File: src/rtl/loadstore.sv
// Load/store stage: forwards ALU results to write-back and runs single-beat
// pipelined Wishbone B4 transfers for loads and stores.
module loadstore (
    input  logic        clk_i,
    input  logic        rst_i,

    input  logic        input_valid_i,
    output logic        input_ready_o,
    input  logic [31:0] result_i,
    input  logic        ls_enable_i,
    input  logic        ls_write_i,
    input  logic        ls_unsigned_load_i,
    input  logic [31:0] ls_write_data_i,
    input  logic [3:0]  ls_sel_i,
    input  logic        reg_write_i,
    input  logic [4:0]  reg_addr_i,

    output logic [31:0] wb_adr_o,
    output logic [31:0] wb_dat_o,
    output logic [3:0]  wb_sel_o,
    output logic        wb_we_o,
    output logic        wb_stb_o,
    output logic        wb_cyc_o,
    input  logic [31:0] wb_dat_i,
    input  logic        wb_ack_i,
    input  logic        wb_stall_i,

    output logic        output_valid_o,
    output logic        reg_write_o,
    output logic [4:0]  reg_addr_o,
    output logic [31:0] reg_data_o
);

    localparam int unsigned DATA_W = 32;
    localparam int unsigned SEL_W  = 4;
    localparam int unsigned RADR_W = 5;
    localparam int unsigned BYTE_W = 8;
    localparam int unsigned HALF_W = 16;

    typedef enum logic [1:0] {
        IDLE     = 2'd0,
        REQUEST  = 2'd1,
        WAIT_ACK = 2'd2
    } state_t;

    state_t              state_q;
    logic                unsigned_q;
    logic                reg_write_q;
    logic [RADR_W-1:0]   reg_addr_q;

    logic                is_byte_c;
    logic                is_half_c;
    logic                is_word_c;
    logic [BYTE_W-1:0]   lane_byte_c;
    logic [HALF_W-1:0]   lane_half_c;
    logic [DATA_W-1:0]   load_data_c;

    // Ready is a pure decode of the state register.
    assign input_ready_o = (state_q == IDLE);

    // Lane selection and sign/zero extension of load data.
    always_comb begin
        is_byte_c   = 1'b0;
        is_half_c   = 1'b0;
        is_word_c   = 1'b0;
        lane_byte_c = '0;
        lane_half_c = '0;
        load_data_c = '0;
        case (wb_sel_o)
            4'b0001: begin is_byte_c = 1'b1; lane_byte_c = wb_dat_i[7:0];   end
            4'b0010: begin is_byte_c = 1'b1; lane_byte_c = wb_dat_i[15:8];  end
            4'b0100: begin is_byte_c = 1'b1; lane_byte_c = wb_dat_i[23:16]; end
            4'b1000: begin is_byte_c = 1'b1; lane_byte_c = wb_dat_i[31:24]; end
            4'b0011: begin is_half_c = 1'b1; lane_half_c = wb_dat_i[15:0];  end
            4'b1100: begin is_half_c = 1'b1; lane_half_c = wb_dat_i[31:16]; end
            4'b1111: is_word_c = 1'b1;
            default: ;
        endcase
        if (is_byte_c) begin
            load_data_c = unsigned_q
                ? {{(DATA_W-BYTE_W){1'b0}}, lane_byte_c}
                : {{(DATA_W-BYTE_W){lane_byte_c[BYTE_W-1]}}, lane_byte_c};
        end else if (is_half_c) begin
            load_data_c = unsigned_q
                ? {{(DATA_W-HALF_W){1'b0}}, lane_half_c}
                : {{(DATA_W-HALF_W){lane_half_c[HALF_W-1]}}, lane_half_c};
        end else if (is_word_c) begin
            load_data_c = wb_dat_i;
        end
    end

    // State and all registered outputs; reset abandons any open bus cycle.
    always_ff @(posedge clk_i or posedge rst_i) begin
        if (rst_i) begin
            state_q        <= IDLE;
            unsigned_q     <= 1'b0;
            reg_write_q    <= 1'b0;
            reg_addr_q     <= '0;
            wb_adr_o       <= '0;
            wb_dat_o       <= '0;
            wb_sel_o       <= '0;
            wb_we_o        <= 1'b0;
            wb_stb_o       <= 1'b0;
            wb_cyc_o       <= 1'b0;
            output_valid_o <= 1'b0;
            reg_write_o    <= 1'b0;
            reg_addr_o     <= '0;
            reg_data_o     <= '0;
        end else begin
            output_valid_o <= 1'b0;
            reg_write_o    <= 1'b0;
            case (state_q)
                IDLE: begin
                    if (input_valid_i) begin
                        if (ls_enable_i) begin
                            state_q     <= REQUEST;
                            wb_adr_o    <= result_i;
                            wb_dat_o    <= ls_write_data_i;
                            wb_sel_o    <= SEL_W'(ls_sel_i);
                            wb_we_o     <= ls_write_i;
                            wb_stb_o    <= 1'b1;
                            wb_cyc_o    <= 1'b1;
                            unsigned_q  <= ls_unsigned_load_i;
                            reg_write_q <= reg_write_i;
                            reg_addr_q  <= reg_addr_i;
                        end else begin
                            output_valid_o <= 1'b1;
                            reg_write_o    <= reg_write_i;
                            reg_addr_o     <= reg_addr_i;
                            reg_data_o     <= result_i;
                        end
                    end
                end
                REQUEST: begin
                    if (!wb_stall_i) begin
                        wb_stb_o <= 1'b0;
                        if (wb_ack_i) begin
                            state_q        <= IDLE;
                            wb_cyc_o       <= 1'b0;
                            output_valid_o <= 1'b1;
                            reg_write_o    <= reg_write_q;
                            reg_addr_o     <= reg_addr_q;
                            reg_data_o     <= wb_we_o ? '0 : load_data_c;
                        end else begin
                            state_q <= WAIT_ACK;
                        end
                    end
                end
                WAIT_ACK: begin
                    if (wb_ack_i) begin
                        state_q        <= IDLE;
                        wb_cyc_o       <= 1'b0;
                        wb_stb_o       <= 1'b0;
                        output_valid_o <= 1'b1;
                        reg_write_o    <= reg_write_q;
                        reg_addr_o     <= reg_addr_q;
                        reg_data_o     <= wb_we_o ? '0 : load_data_c;
                    end
                end
                default: state_q <= IDLE;
            endcase
        end
    end

endmodule

File: config.mk
export PLATFORM = sky130hd
export DESIGN_NAME = loadstore
export DESIGN_NICKNAME = d
export VERILOG_FILES = /design/src/rtl/loadstore.sv
export SDC_FILE = /design/constraint.sdc
export NUM_CORES = 1
export LEC_CHECK = 0
export ABC_AREA = 1
export CORE_MARGIN = 1
export CORE_UTILIZATION = 48
export CTS_CLUSTER_DIAMETER = 40
export DETAILED_ROUTE_END_ITERATION = 8
export PLACE_DENSITY = 0.86
export RECOVER_POWER = 50
export SKIP_CTS_REPAIR_TIMING = 1
export SLEW_MARGIN = 15
export SYNTH_ARGS = -nofsm -noshare
export SYNTH_HDL_FRONTEND = slang
export SYNTH_SLANG_ARGS = --single-unit
File: constraint.sdc
create_clock -name clk_i -period 9 [get_ports clk_i]
set_input_delay 2.25 -clock clk_i [delete_from_list [all_inputs] [get_ports clk_i]]
set_output_delay 2.25 -clock clk_i [all_outputs]
set_load 0.02 [all_outputs]
# After elaboration in Yosys (flattened, before gate mapping)
# Index checks and enable logic that the tools add are counted.
[word_totals]
reg_bits = 119
in_bits = 114
wordCells = 82
[op_classes]
n_eq_ne = 14
n_mux = 45
reduce_logical = 9
[ops]
columns = ["operator", "n"]
rows = [
  ["32-bit two-way mux", 10],
  ["32-bit case mux with 3 select lines", 1],
  ["16-bit case mux with 2 select lines", 1],
  ["8-bit case mux with 4 select lines", 1],
  ["5-bit two-way mux", 4],
  ["1-bit two-way mux", 17],
  ["5-bit case mux with 3 select lines", 1],
  ["4-bit equality test (second input constant)", 3],
  ["1-bit case mux with 3 select lines", 4],
  ["4-bit AND reduction", 3],
  ["2-bit two-way mux", 5],
  ["4-bit by 2-bit equality test with 1-bit output (second input constant)", 2],
  ["2-bit inequality test (second input constant)", 4],
  ["2-bit case mux with 3 select lines", 1],
  ["5-bit AND reduction", 1],
  ["4-bit by 1-bit equality test with 1-bit output (second input constant)", 1],
  ["4-bit by 3-bit equality test with 1-bit output (second input constant)", 1],
  ["4-bit OR reduction", 1],
  ["3-bit AND reduction", 1],
  ["3-bit nonzero test", 1],
  ["2-bit by 1-bit equality test with 1-bit output (second input constant)", 1],
  ["2-bit equality test (second input constant)", 1],
  ["2-bit logical NOT", 1],
  ["2-bit by 1-bit inequality test with 1-bit output (second input constant)", 1],
  ["2-bit OR reduction", 1],
]

# Longest topological paths before layout
# Gate-level depths: netlist of run 1.
[logic_depth]
depth_word = 9
ltp_mapped = 10

# Least setup slack after synthesis of run 1
# OpenSTA, ideal clock, no wires.
[synth_path]
path_kind = "input -> register"
startpoint = "input port ls_enable_i"
endpoint = "register reg_addr_q[0]"
setup_ps = 125
arrival_time_ps = 3180
t_required_ps = 8875
path_slack_ps = 5695
stages = 4
path_buffers = 2
cell_sequence = "nand3_1 clkbuf_1 buf_2 mux2_2"
[synth_via]
elab_chain_len = 1
[synth_rtl]
columns = ["item", "line_no", "rtl"]
rows = [
  ["start, declared", "10", "input logic ls_enable_i,"],
  ["3-bit AND reduction (no line)", "-", ""],
  ["end signal, assigned", "125", "reg_addr_q <= reg_addr_i;"],
  ["end, declared", "49", "logic [RADR_W-1:0] reg_addr_q;"],
]
# Every way passes these cells.
# A chain may end at the register's enable or synchronous reset.

# Worst setup path after layout of run 1
[layout_path]
startpoint = "input port ls_enable_i"
endpoint = "register wb_dat_o[2]"
[layout_via]
elab_chain_len = 1
[layout_rtl]
columns = ["item", "line_no", "rtl"]
rows = [
  ["3-bit AND reduction (no line)", "-", ""],
  ["end signal, assigned", "118", "wb_dat_o <= ls_write_data_i;"],
  ["end, declared", "19", "output logic [31:0] wb_dat_o,"],
]
# Every way passes these cells.

==> flow_summary.ini, run 1 <==
[run_status]
status = complete, but fails checks
violated_checks = capacitance limit, slew limit

[worst_setup_path]
worst_path_largest_cell_delay_ns = 1.00
cp.arrival_ns = 5.03
worst_ep_required_time_ns = 9.29
setup.worst_path.start_class = input port
crit_buf_inv = 2
criticalPathCategory = in -> reg
critical_path.max_fanout = 55
critical_path.endpoint_type = flop
crit_family = buffers and inverters
cp_slowest_cell = nand3_1
r2r_slack_ns = 6.00
worstPathCellList = dlygate4sd3_1 > nand3_1 > buf_4 > mux2_2

[clock_tree]
tritoncts_clock_tree = built
cts_made_buffers = 17
clkSlewWorstSetupHoldPaths_ns = 0.05
clkLatencyLatePin_ns = 0.42
clk_root_buffer_cell = clkbuf_16
cts_buffer_depth = 2
htreeDepth = 4
clkSinkCount = 119

[power]
power.switching_fraction_pct = 42.1
pwr_density_cell_mw_per_mm2 = 403
p_sw_mw = 1.49
share_seq_of_total_power_pct = 27.3
combinationalPowerShare_pct = 52.8
power.total_mw = 3.55
power_frac_clock_pct = 20.0
p_leak_nw = 3.83
ir_worst_vdd_v = 0.000272
p_int_mw = 2.06

[floorplanning]
dieWidth_um = 113
floorplan.rows = 40
floorplan.initialDensity_pct = 49.2
ioPinCount = 225
dieHeight_um = 113
die-area_mm2 = 0.0128
floorplan.core_area_mm2 = 0.0120

[layout]
drive_gt1_share_pct = 19.4
num-nets-final = 944
post-route-cell-area_mm2 = 0.00880
antenna_cells_inserted = 0
layout.cells.non_filler = 986
layout.core_utilization_pct = 73.3
syn_to_final_growth_pct = 48.8

[timing]
finalWorstSetupSlack_ns = 4.27
max_freq_mhz = 211
drv_slew = 48
setup-tns-final_ns = 0
period_share_pct = 52.6
holdWs_ns = 0.493
rsz0062_at_grt = false
finalClockSkew_ns = 0.00576
maxSlewHeadroom_pct = -40.0
worst_slew_pin_slew_ns = 2.09
setup-violations-final = 0
timing.final.hold_violations = 0
final.min_clock_period_ns = 4.73

[logic_synthesis]
synthesis.instances = 613
synth_fp_nets = 731
synth_cell_types = 29
seq_area_frac_synth_pct = 50.3
synth_warnings = 0
synth.avg_cell_area_um2 = 9.65
synth_area_mm2 = 0.00591
ys_ff_latch = 119

[placed_design]
detailed_place_hpwl_um = 12100
gp_congestion = 0.862
place.detailed.instances = 954
place_area_mm2 = 0.00819
setup_slack_placement_ns = 4.01
io_buffer_count = 224

[global_route]
grt_pass1_wl_um = 27200
grt-ovfl-total = 0
grtUsageTotal_pct = 27.8
grt_start_max_net_pins = 74
number_of_global_route_vias_before_repair = 5533
initial_antenna_violation_count = 0

[detailed_routing]
postRouteAntennaNets = 0
drt_drc_violations_left = 0
routed_wirelength_um = 16900
post_drt_wl_per_cell_um = 17.1
drtPass1Iterations = 5
routed_via_density = 5.35
detailroute.via_count = 5280
drt_first_iter_violations = 319

[run]
drv_cap = 1

[min_path]
hold_class = reg -> reg
## sequential cells by signal, summed over array words and instances (netlist names), 2 cells and up
register    flops
reg_data_o     32
wb_adr_o       32
wb_dat_o       32
reg_addr_o      5
reg_addr_q      5
wb_sel_o        4
state_q         2
## Yosys cell counts, drive strengths merged
cell type | number | area share [%]
o22ai | 2 | 0.21
clkbuf | 9 | 0.57
o21ai | 6 | 0.57
buf | 24 | 2.8
nor2 | 64 | 4.5
a22oi | 1 | 0.13
ha | 4 | 0.85
clkinv | 1 | 0.063
dfrtp | 119 | 50
mux2 | 70 | 13
nand3 | 71 | 7.7
a21oi | 73 | 7.4
a31oi | 6 | 0.63
nand4 | 1 | 0.11
nand2 | 138 | 9.2
inv | 24 | 1.5
## worst min-delay path, stage by stage (launching register included)
cell     delay, ns
dfrtp_1       0.35
nand2_1       0.05
o21ai_0       0.06
## cell type report
cell class	instances	area, um^2
fill	857	3210
clock buffer	22	484
tap	147	184
timing repair buffer	227	2260
inverter	25	95.1
sequential	119	2980
multi-input combinational	436	2650
clock inverter	10	141
## power groups by stage
stage | clock network [mW] | logic, mW | registers (mW)
after floorplan | 0 | 0.902 | 1.27
after CTS | 0.718 | 1.97 | 0.981
after global placement | 0 | 1.91 | 0.968
final | 0.708 | 1.87 | 0.968
after detailed placement | 0 | 1.96 | 0.983
after global routing | 0.742 | 2.02 | 1.00
## cell families (layout without fill, tap and decap cells)
logic type               after synthesis  count (layout)  share of synthesized area [%]
AO/OA/AOI/OAI                         88              88                           8.99
adder cells (fa/ha/maj)                4               4                          0.846
buffers and inverters                 58             284                           4.93
flip-flops                           119             119                           50.3
multiplexers                          70              70                           13.3
AND/OR/NAND/NOR                      274             274                           21.6
## worst paths after layout
path	endpoint	cells past startpoint	from
setup / recovery	wb_dat_o[2]	4	ls_enable_i
hold / removal	wb_cyc_o	2	wb_cyc_o
setup reg to reg	wb_dat_o[2]	5	state_q[0]
hold reg to reg	wb_cyc_o	2	wb_cyc_o
max in group asynchronous	wb_adr_o[2]	3	rst_i
min in group asynchronous	wb_dat_o[3]	2	rst_i
## metal layers
layer  part of all wire (%)  wire, um  up-vias  GRT usage (%)
li1                       -         -     2476              -
met1                     39      6540     2549           31.6
met2                     51      8650      217           48.1
met3                    7.3      1230       38           8.19
met4                    2.8       475        0           13.0
met5                      0         0        -              0
## placed cells by master (no fill, tap or decap), drive strengths merged
cell / n
ha: 4
nor2: 64
clkinv: 3
nand3: 71
bufinv: 3
dfrtp: 119
clkinvlp: 3
clkdlybuf4s50: 121
mux2: 70
nand4: 1
a21oi: 73
o22ai: 2
a22oi: 1
a31oi: 6
clkbuf: 22
nand2: 138
dlygate4sd3: 103
inv: 26
buf: 3
o21ai: 6
Power figures use the tool's default switching activity.
==> inputs of run 2 (changes only) <==
Settings changed: CORE_UTILIZATION 48 to 45, PLACE_DENSITY 0.86 to 0.82.
Clock period 9 ns to 4.89 ns, I/O delays scaled along.
==> run 2 against run 1 <==
Effect of this change:
- the flow still finishes with violations (capacitance limit, slew limit)
- flip-flop and latch count did not move
- power up 87%
- largest cell class unchanged
- clock power is 82% higher
- critical path type is now in -> async
- critical path depth is 1 lower
- cell area rose by 0.57%
- routed wire length grew 5.4%
- register-to-register slack got worse by 3.6 ns
- global-route usage decreased by 0.60 points
- sequential power increased by 85%
- worst hold slack better by 0.0040 ns
- setup slack got worse by 2.7 ns
==> flow_summary.ini, run 2 (same netlist as run 1, synthesis figures left out) <==
[run_status]
status = complete, but fails checks
violated_checks = capacitance limit, slew limit

[detailed_routing]
post_drt_wl_per_cell_um = 17.6
routed_wirelength_um = 17800
drt_drc_violations_left = 0
postRouteAntennaNets = 0
top_layer_used = met4
dr_wl_met2_um = 9220
met3_length_um = 1550
routed_via_density = 5.33
drt_first_iter_violations = 405
drtPass1Iterations = 5
route.layer.met1.wl_um = 6760
detailroute.via_count = 5395

[global_route]
number_of_global_route_vias_before_repair = 5613
grt_start_max_net_pins = 63
grtUsageTotal_pct = 27.2
grt-ovfl-total = 0
grt_pass1_wl_um = 28000
initial_antenna_violation_count = 0

[clock_tree]
clkLatencyLatePin_ns = 0.42
clk_root_buffer_cell = clkbuf_16
cts_buffer_depth = 2
clkSlewWorstSetupHoldPaths_ns = 0.05
tritoncts_clock_tree = built
clkSinkCount = 119
htreeDepth = 4
cts_made_buffers = 17

[timing]
timing.final.hold_violations = 0
setup-violations-final = 0
final.min_clock_period_ns = 3.35
setup-tns-final_ns = 0
rsz0062_at_grt = false
finalClockSkew_ns = 0.00696
max_freq_mhz = 298
period_share_pct = 68.6
drv_slew = 63
worst_slew_pin_slew_ns = 2.68
maxSlewHeadroom_pct = -79.9

[placed_design]
detailed_place_hpwl_um = 12900
place_area_mm2 = 0.00823
io_buffer_count = 224
gp_congestion = 0.907

[layout]
biggestRegsByFlops = reg_data_o: 32 flops, wb_adr_o: 32 flops, wb_dat_o: 32 flops
syn_to_final_growth_pct = 49.6
mostFrequentLayoutCell = clkdlybuf4s50_1
antenna_cells_inserted = 0
post-route-cell-area_mm2 = 0.00885
n_fill_cell = 1012
most-common-layout-cells = clkdlybuf4s50_1, nand2_1, dfrtp_1
drive_gt1_share_pct = 19.6
num-nets-final = 946
layout.core_utilization_pct = 69.6

[floorplanning]
dieHeight_um = 117
floorplan.rows = 41
die-area_mm2 = 0.0136
dieWidth_um = 117
ioPinCount = 225
floorplan.initialDensity_pct = 46.5
floorplan.core_area_mm2 = 0.0127

[power]
p_leak_nw = 3.82
power.switching_fraction_pct = 41.8
p_sw_mw = 2.77
pwr_density_cell_mw_per_mm2 = 749
power_frac_clock_pct = 19.5
share_seq_of_total_power_pct = 27.0
p_int_mw = 3.86
combinationalPowerShare_pct = 53.5
ir_worst_vdd_v = 0.000496

[worst_setup_path]
cp_num_cells = 3
setup.worst_path.start_class = input port
critical_path.endpoint_type = asynchronous set/reset pin
reg2reg_depth = 8
worst_path_largest_cell_delay_ns = 1.53
crit_family = buffers and inverters
crit_buf_inv = 3
cp_slowest_cell = clkinvlp_2
worstPathCellList = dlygate4sd3_1 > clkinvlp_2 > buf_4
critical_path.max_fanout = 62
cp.arrival_ns = 3.91
criticalPathCategory = in -> async
worst_ep_required_time_ns = 5.45

[run]
drv_cap = 1

[min_path]
min_path_cells = 1
hold_class = reg -> reg
## run 2: cell types whose count changed in the layout (fill, tap and decap cells not counted), sizes merged
cell           previous run  this run
clkinv                    3         5
buf                       3         5
clkbuf                   22        21
inv                      26        25
dlygate4sd3             103        52
clkdlybuf4s50           121       172
## run 2: final timing paths
check	from	end	slack [ns]
max	rst_i	wb_adr_o[12]	1.54
min reg2reg	wb_dat_o[16]	wb_dat_o[16]	0.50
min	wb_dat_o[16]	wb_dat_o[16]	0.50
min in group asynchronous	rst_i	wb_dat_o[30]	2.02
max in group clk_i	state_q[0]	input_ready_o	1.75
max reg2reg	state_q[0]	reg_addr_o[0]	2.36
## run 2: cell type report
class	count	area [um^2]	share of cell area [%]
well taps	172	215	2.43
inverters	25	95.1	1.07
flip-flops and latches	119	2980	33.6
multi-input cells	436	2670	30.1
clock inverters	11	146	1.65
repair buffers	229	2280	25.8
clock buffers	21	470	5.32
## run 2: power groups by stage
stage          logic (mW)  clock network [mW]  registers [mW]
2_1_floorplan        1.66                   0            2.34
3_3_place_gp         3.50                   0            1.77
3_5_place_dp         3.61                   0            1.81
4_1_cts              3.64                1.31            1.80
5_1_grt              3.83                1.35            1.85
6_report             3.55                1.29            1.79
## run 2: per-stage QoR
stage	hold slack [ns]	setup slack, ns	instances	power, mW
after floorplan	0.453	0.510	613	4.00
after global placement	0.470	1.16	981	5.27
after detailed placement	0.486	0.960	981	5.42
after CTS	0.501	1.31	1013	6.76
after global routing	0.506	1.07	1013	7.03
final	0.497	1.54	1013	6.63
## run 2: per-layer routing
layer  vias up  track usage [%]
met5         -                0
met4         0             8.78
met3        28             9.19
met2       234             48.5
met1      2649             30.5
li1       2484                -
==> variant 1: new RTL, config.mk and constraints of run 1 <==
Encoding of `state_t`: now one-hot (3 bits for 3 states).
--- a/src/rtl/loadstore.sv
+++ b/src/rtl/loadstore.sv
@@ -37,10 +37,10 @@
     localparam int unsigned BYTE_W = 8;
     localparam int unsigned HALF_W = 16;
 
-    typedef enum logic [1:0] {
-        IDLE     = 2'd0,
-        REQUEST  = 2'd1,
-        WAIT_ACK = 2'd2
+    typedef enum logic [2:0] {
+        IDLE     = 3'b001,
+        REQUEST  = 3'b010,
+        WAIT_ACK = 3'b100
     } state_t;
 
     state_t              state_q;
Formal check against the unedited RTL: no difference found for any inputs over 4 cycles, from zero or initial values and one cycle with rst_i high; so few cycles prove little.
==> variant 1 against run 1 <==
Synthesized cell count is 28% higher. Largest cell class unchanged. Sequential share of layout area rose by 0.64 points. The flow still finishes with violations (max-capacitance violations, max-slew violations). Sequential cell count increased by 1. Non-clock buffer count grew 1. Total power is 12% lower. Area after synthesis decreased by 0.93%. Global-route usage rose by 0.84 points. Largest power group unchanged. Cell area fell by 1.0%. Setup slack got worse by 1.6 ns. Wire length up 2.6%.
==> variant 1: results (changes against run 1) <==
| Metric | Value |
|---|---|
| Leakage power summed over all cells | 4.35 nW (+14%) |
| Endpoint of the worst register-to-register path | wb_adr_o[2]$_DFFE_PP0P_ |
| Fin Clk Skew | 0.0122 ns (+0.00644 ns) |
| Aggregate global-route resource usage | 28.6% (+0.84 points) |
| Top area cells in the synthesized netlist | sky130_fd_sc_hd__dfrtp_1 51%, sky130_fd_sc_hd__nand2_1 18%, sky130_fd_sc_hd__nand3_1 6.1% |
| Diodes inserted | 0 (unchanged) |
| Max cap viols | 3 (+2) |
| Warning count from the yosys run | 0 (unchanged) |
| Worst-margin pin slew | 2.85 ns (+0.759 ns) |
| Final count of pins violating max slew | 181 (+280%) |
| Detailed Routing Iterations Pass 1 | 5 (unchanged) |
| Data arrival, critical path | 6.61 ns (+1.58 ns) |
| Minimum setup slack among reg-to-reg paths | 4.26 ns (-1.74 ns) |
| Number of vias after detailed routing | 5967 (+13%) |
| Count of filler cells inserted in the layout | 854 (-0.35%) |
| Post-Syn Nets | 899 (+23%) |
| Number of cells traversed by the worst register-to-register path | 9 (+4) |
| Largest net degree at the start of global routing | 76 (+2.7%) |
| Portion of the post-synthesis area used by sequential elements | 51.3% (+0.92 points) |
| Beginning of the critical path | input_valid_i |
| Violations in the final reports | max-capacitance violations, max-slew violations |
| R2r startpoint | state_q[0]$_DFFE_PP1P_ |
| Initial antenna violation count | 0 (unchanged) |
| Final weighted congestion in routability-driven placement | 0.919 (+6.6%) |
| Number of DRC markers in iteration 0 | 588 (+84%) |
| First-pass GRT wire length | 28.1 mm (+3.1%) |
| WS Path Type | primary input to flip-flop |
| Via count of the first global-routing pass | 5686 (+2.8%) |
| Most used flip-flop cell after synthesis | sky130_fd_sc_hd__dfrtp_1 |
| Post-synthesis adder-cell area fraction | 0% (-0.85 points) |
| Maximum net fanout on the critical path | 60 (+9.1%) |
| Result of the run | complete, but fails checks |
| Cell variety after synth | 25 (-14%) |
| Leading cell types by count after synthesis | 284 x sky130_fd_sc_hd__nand2_1, 119 x sky130_fd_sc_hd__dfrtp_1, 80 x sky130_fd_sc_hd__inv_1 |
| Fraction of final layout cells sized beyond drive strength 1 | 5.47% (-14 points) |
| Mean routed wirelength per cell | 15.1 microns (-12%) |
| DPL Wire Length | 12.1 mm (about the same) |
| IR Drop Worst-Case VDD | 0.000185 V (-32%) |
| Synthesized-area fraction occupied by ao, oa, aoi and oai cells | 10.4% (+1.4 points) |
| Net count, final | 1107 (+17%) |
| Multiplexer share of the synthesized area | 0% (-13 points) |
| Buffer depth of the longest clock path | 2 (unchanged) |
| Cell depth of the worst hold path | 2 (unchanged) |
[variant 1: cells by family after synthesis]
group,after synthesis
AO/OA/AOI/OAI,118
buffers and inverters,126
AND/OR/NAND/NOR,421
flip-flops,120
[variant 1: metrics by stage]
stage	power [mW]	cells	setup WS [ns]	util, %	cell area (sq um)
final	3.13	1148	2.67	74.7	8710
after global routing	3.34	1148	2.15	74.7	8710
after CTS	3.23	1148	4.45	74.7	8710
after detailed placement	2.54	1117	4.02	69.7	8130
after global placement	2.51	1117	4.09	69.7	8130
after floorplan	1.86	785	3.57	-	5860
[variant 1: worst max-delay path, cell delays in order]
cell,delay (ns)
sky130_fd_sc_hd__dlygate4sd3_1,0.57
sky130_fd_sc_hd__inv_1,0.08
sky130_fd_sc_hd__nor3_4,0.15
sky130_fd_sc_hd__clkbuf_1,1.47
sky130_fd_sc_hd__clkinv_2,1.17
sky130_fd_sc_hd__buf_4,0.59
sky130_fd_sc_hd__nand2_1,0.14
sky130_fd_sc_hd__o21ai_1,0.07
[variant 1: area by class of cell]
| class | count | share of cell area, % |
|---|---|---|
| timing repair buffer | 228 | 26.0 |
| sequential | 120 | 34.5 |
| tap | 143 | 2.05 |
| clock buffer | 21 | 5.29 |
| multi-input combinational | 539 | 27.0 |
| inverter | 87 | 3.78 |
| clock inverter | 10 | 1.39 |
[variant 1: layer usage]
layer | track usage, % | up-vias | part of all wire, %
li1 | - | 2883 | -
met1 | 36.4 | 2764 | 41
met2 | 46.7 | 285 | 47
met3 | 8.05 | 35 | 9.4
met4 | 10.7 | 0 | 2.9
met5 | 0 | - | 0
[variant 1: worst min path at each step]
stage | end | startpoint | slack (ns)
2_1_floorplan | reg_addr_q[0]$_DFFE_PP0P_ | reg_addr_q[0]$_DFFE_PP0P_ | 0.44
3_3_place_gp | wb_dat_o[24]$_DFFE_PP0P_ | wb_dat_o[24]$_DFFE_PP0P_ | 0.45
3_5_place_dp | wb_dat_o[15]$_DFFE_PP0P_ | wb_dat_o[15]$_DFFE_PP0P_ | 0.46
4_1_cts | wb_dat_o[19]$_DFFE_PP0P_ | wb_dat_o[19]$_DFFE_PP0P_ | 0.47
5_1_grt | wb_dat_o[19]$_DFFE_PP0P_ | wb_dat_o[19]$_DFFE_PP0P_ | 0.47
6_report | wb_dat_o[15]$_DFFE_PP0P_ | wb_dat_o[15]$_DFFE_PP0P_ | 0.46
[variant 1: report_power, final]
part | total (mW) | internal, mW | switching, mW | leakage (nW)
clock network | 0.668 | 0.421 | 0.247 | 0.272
registers | 0.951 | 0.803 | 0.148 | 1.44
logic | 1.51 | 0.598 | 0.916 | 2.64
==> variant 2: new RTL, settings of run 1 <==
Without the edit above. Reset style: synchronous (`rst_i`), changed in one clocked block.
--- a/src/rtl/loadstore.sv
+++ b/src/rtl/loadstore.sv
@@ -90,7 +90,7 @@
     end
 
     // State and all registered outputs; reset abandons any open bus cycle.
-    always_ff @(posedge clk_i or posedge rst_i) begin
+    always_ff @(posedge clk_i) begin
         if (rst_i) begin
             state_q        <= IDLE;
             unsigned_q     <= 1'b0;
Behaviour: differs if rst_i is asserted again (counterexample within 4 cycles, from zero or initial values and one cycle with rst_i high); with rst_i held inactive, the same outputs for 4 cycles.
==> variant 2 against run 1 <==
Critical path depth grew 1. Setup slack improved by 0.20 ns. Sequential cell count unchanged. Final cell count up 13%. Maximum frequency grew 4.4%. Wire length rose by 3.5%. Die area decreased by 7.2%. Cell area down 6.1%. Register-to-register slack gained 0.09 ns. Area after synthesis decreased by 7.4%.
Power is not compared: it rests on default switching activity, and its combinational part moved more than twofold at a synthesized area within 25%.
==> variant 2: results (changes against run 1) <==
| Metric | Value |
|---|---|
| Data arrival, critical path | 4.86 ns (-0.17 ns) |
| Count of filler cells inserted in the layout | 848 (-1.1%) |
| Number of DRC markers in iteration 0 | 534 (+67%) |
| Maximum net fanout on the critical path | 67 (+22%) |
| Total area of multi-input combinational cells | 2490 sq um (-6.1%) |
| Fin Clk Skew | 0.00425 ns (-0.00151 ns) |
| Largest incremental delay on the critical path | 0.95 ns (-0.05 ns) |
| Total wirelength of the detailed-routed design | 17.5 mm (+3.5%) |
| Count of non-CTS inverters in the layout | 96 (+280%) |
| Result of the run | finished, final reports clean |
| Largest net degree at the start of global routing | 107 (+45%) |
| Fraction of area in registers | 28.8% (-5.0 points) |
| Aggregate global-route resource usage | 29.7% (+1.9 points) |
| Clock buffer count in the final layout | 23 (+4.5%) |
| Top area cells in the synthesized netlist | sky130_fd_sc_hd__dfxtp_1 43%, sky130_fd_sc_hd__a21oi_1 13%, sky130_fd_sc_hd__o21ai_0 11% |
| Via/cell ratio | 5.39 (+0.73%) |
| Cell variety after synth | 25 (-14%) |
| Post-route design area | 8260 sq um (-6.1%) |
| Post-Syn Nets | 890 (+22%) |
| Leading cell types by count after synthesis | 144 x sky130_fd_sc_hd__a21oi_1, 124 x sky130_fd_sc_hd__nand2_1, 119 x sky130_fd_sc_hd__dfxtp_1 |
| Mean routed wirelength per cell | 15.6 microns (-8.7%) |
| Area fraction of clock buffers and clock inverters | 7.00% (-0.11 points) |
| Area after detailed placement | 7680 sq um (-6.2%) |
| Final weighted congestion in routability-driven placement | 0.990 (+15%) |
| Initial antenna violation count | 1 (+1) |
| Synthesized area per cell | 7.10 sq um (-26%) |
| Layout multi-input combinational cell count | 503 (+15%) |
| Dpl cells | 1086 (+14%) |
| Non-clock buffer share | 27.5% (+1.8 points) |
| Via count of the first global-routing pass | 5476 (-1.0%) |
[variant 2: logic make-up after synthesis]
group | after synthesis | share of synthesized area (%)
AOI/OAI and AO/OA | 271 | 25.3
adders and majority gates | 4 | 0.913
buffers and inverters | 150 | 11.3
DFF | 119 | 43.5
and+or+nand+nor | 228 | 19.0
[variant 2: final timing paths]
check / from / to / slack, ns / cells after the start
worst min-delay path: wb_adr_o[15]$_SDFFE_PP0P_ / wb_adr_o[15]$_SDFFE_PP0P_ / 0.44 / 2
worst max-delay path: rst_i / reg_data_o[24]$_SDFFE_PP0P_ / 4.47 / 5
worst min register to register: wb_adr_o[15]$_SDFFE_PP0P_ / wb_adr_o[15]$_SDFFE_PP0P_ / 0.44 / 2
worst max register to register: state_q[0]$_SDFFE_PP0P_ / reg_data_o[7]$_SDFFE_PP0P_ / 6.09 / 8
[variant 2: per-layer routing]
layer	track usage [%]	share of wire, %	wire [microns]
met1	35.7	41	7240
met3	8.61	7.9	1390
met2	48.7	47	8250
met5	0	0.092	16
met4	14.4	3.3	580
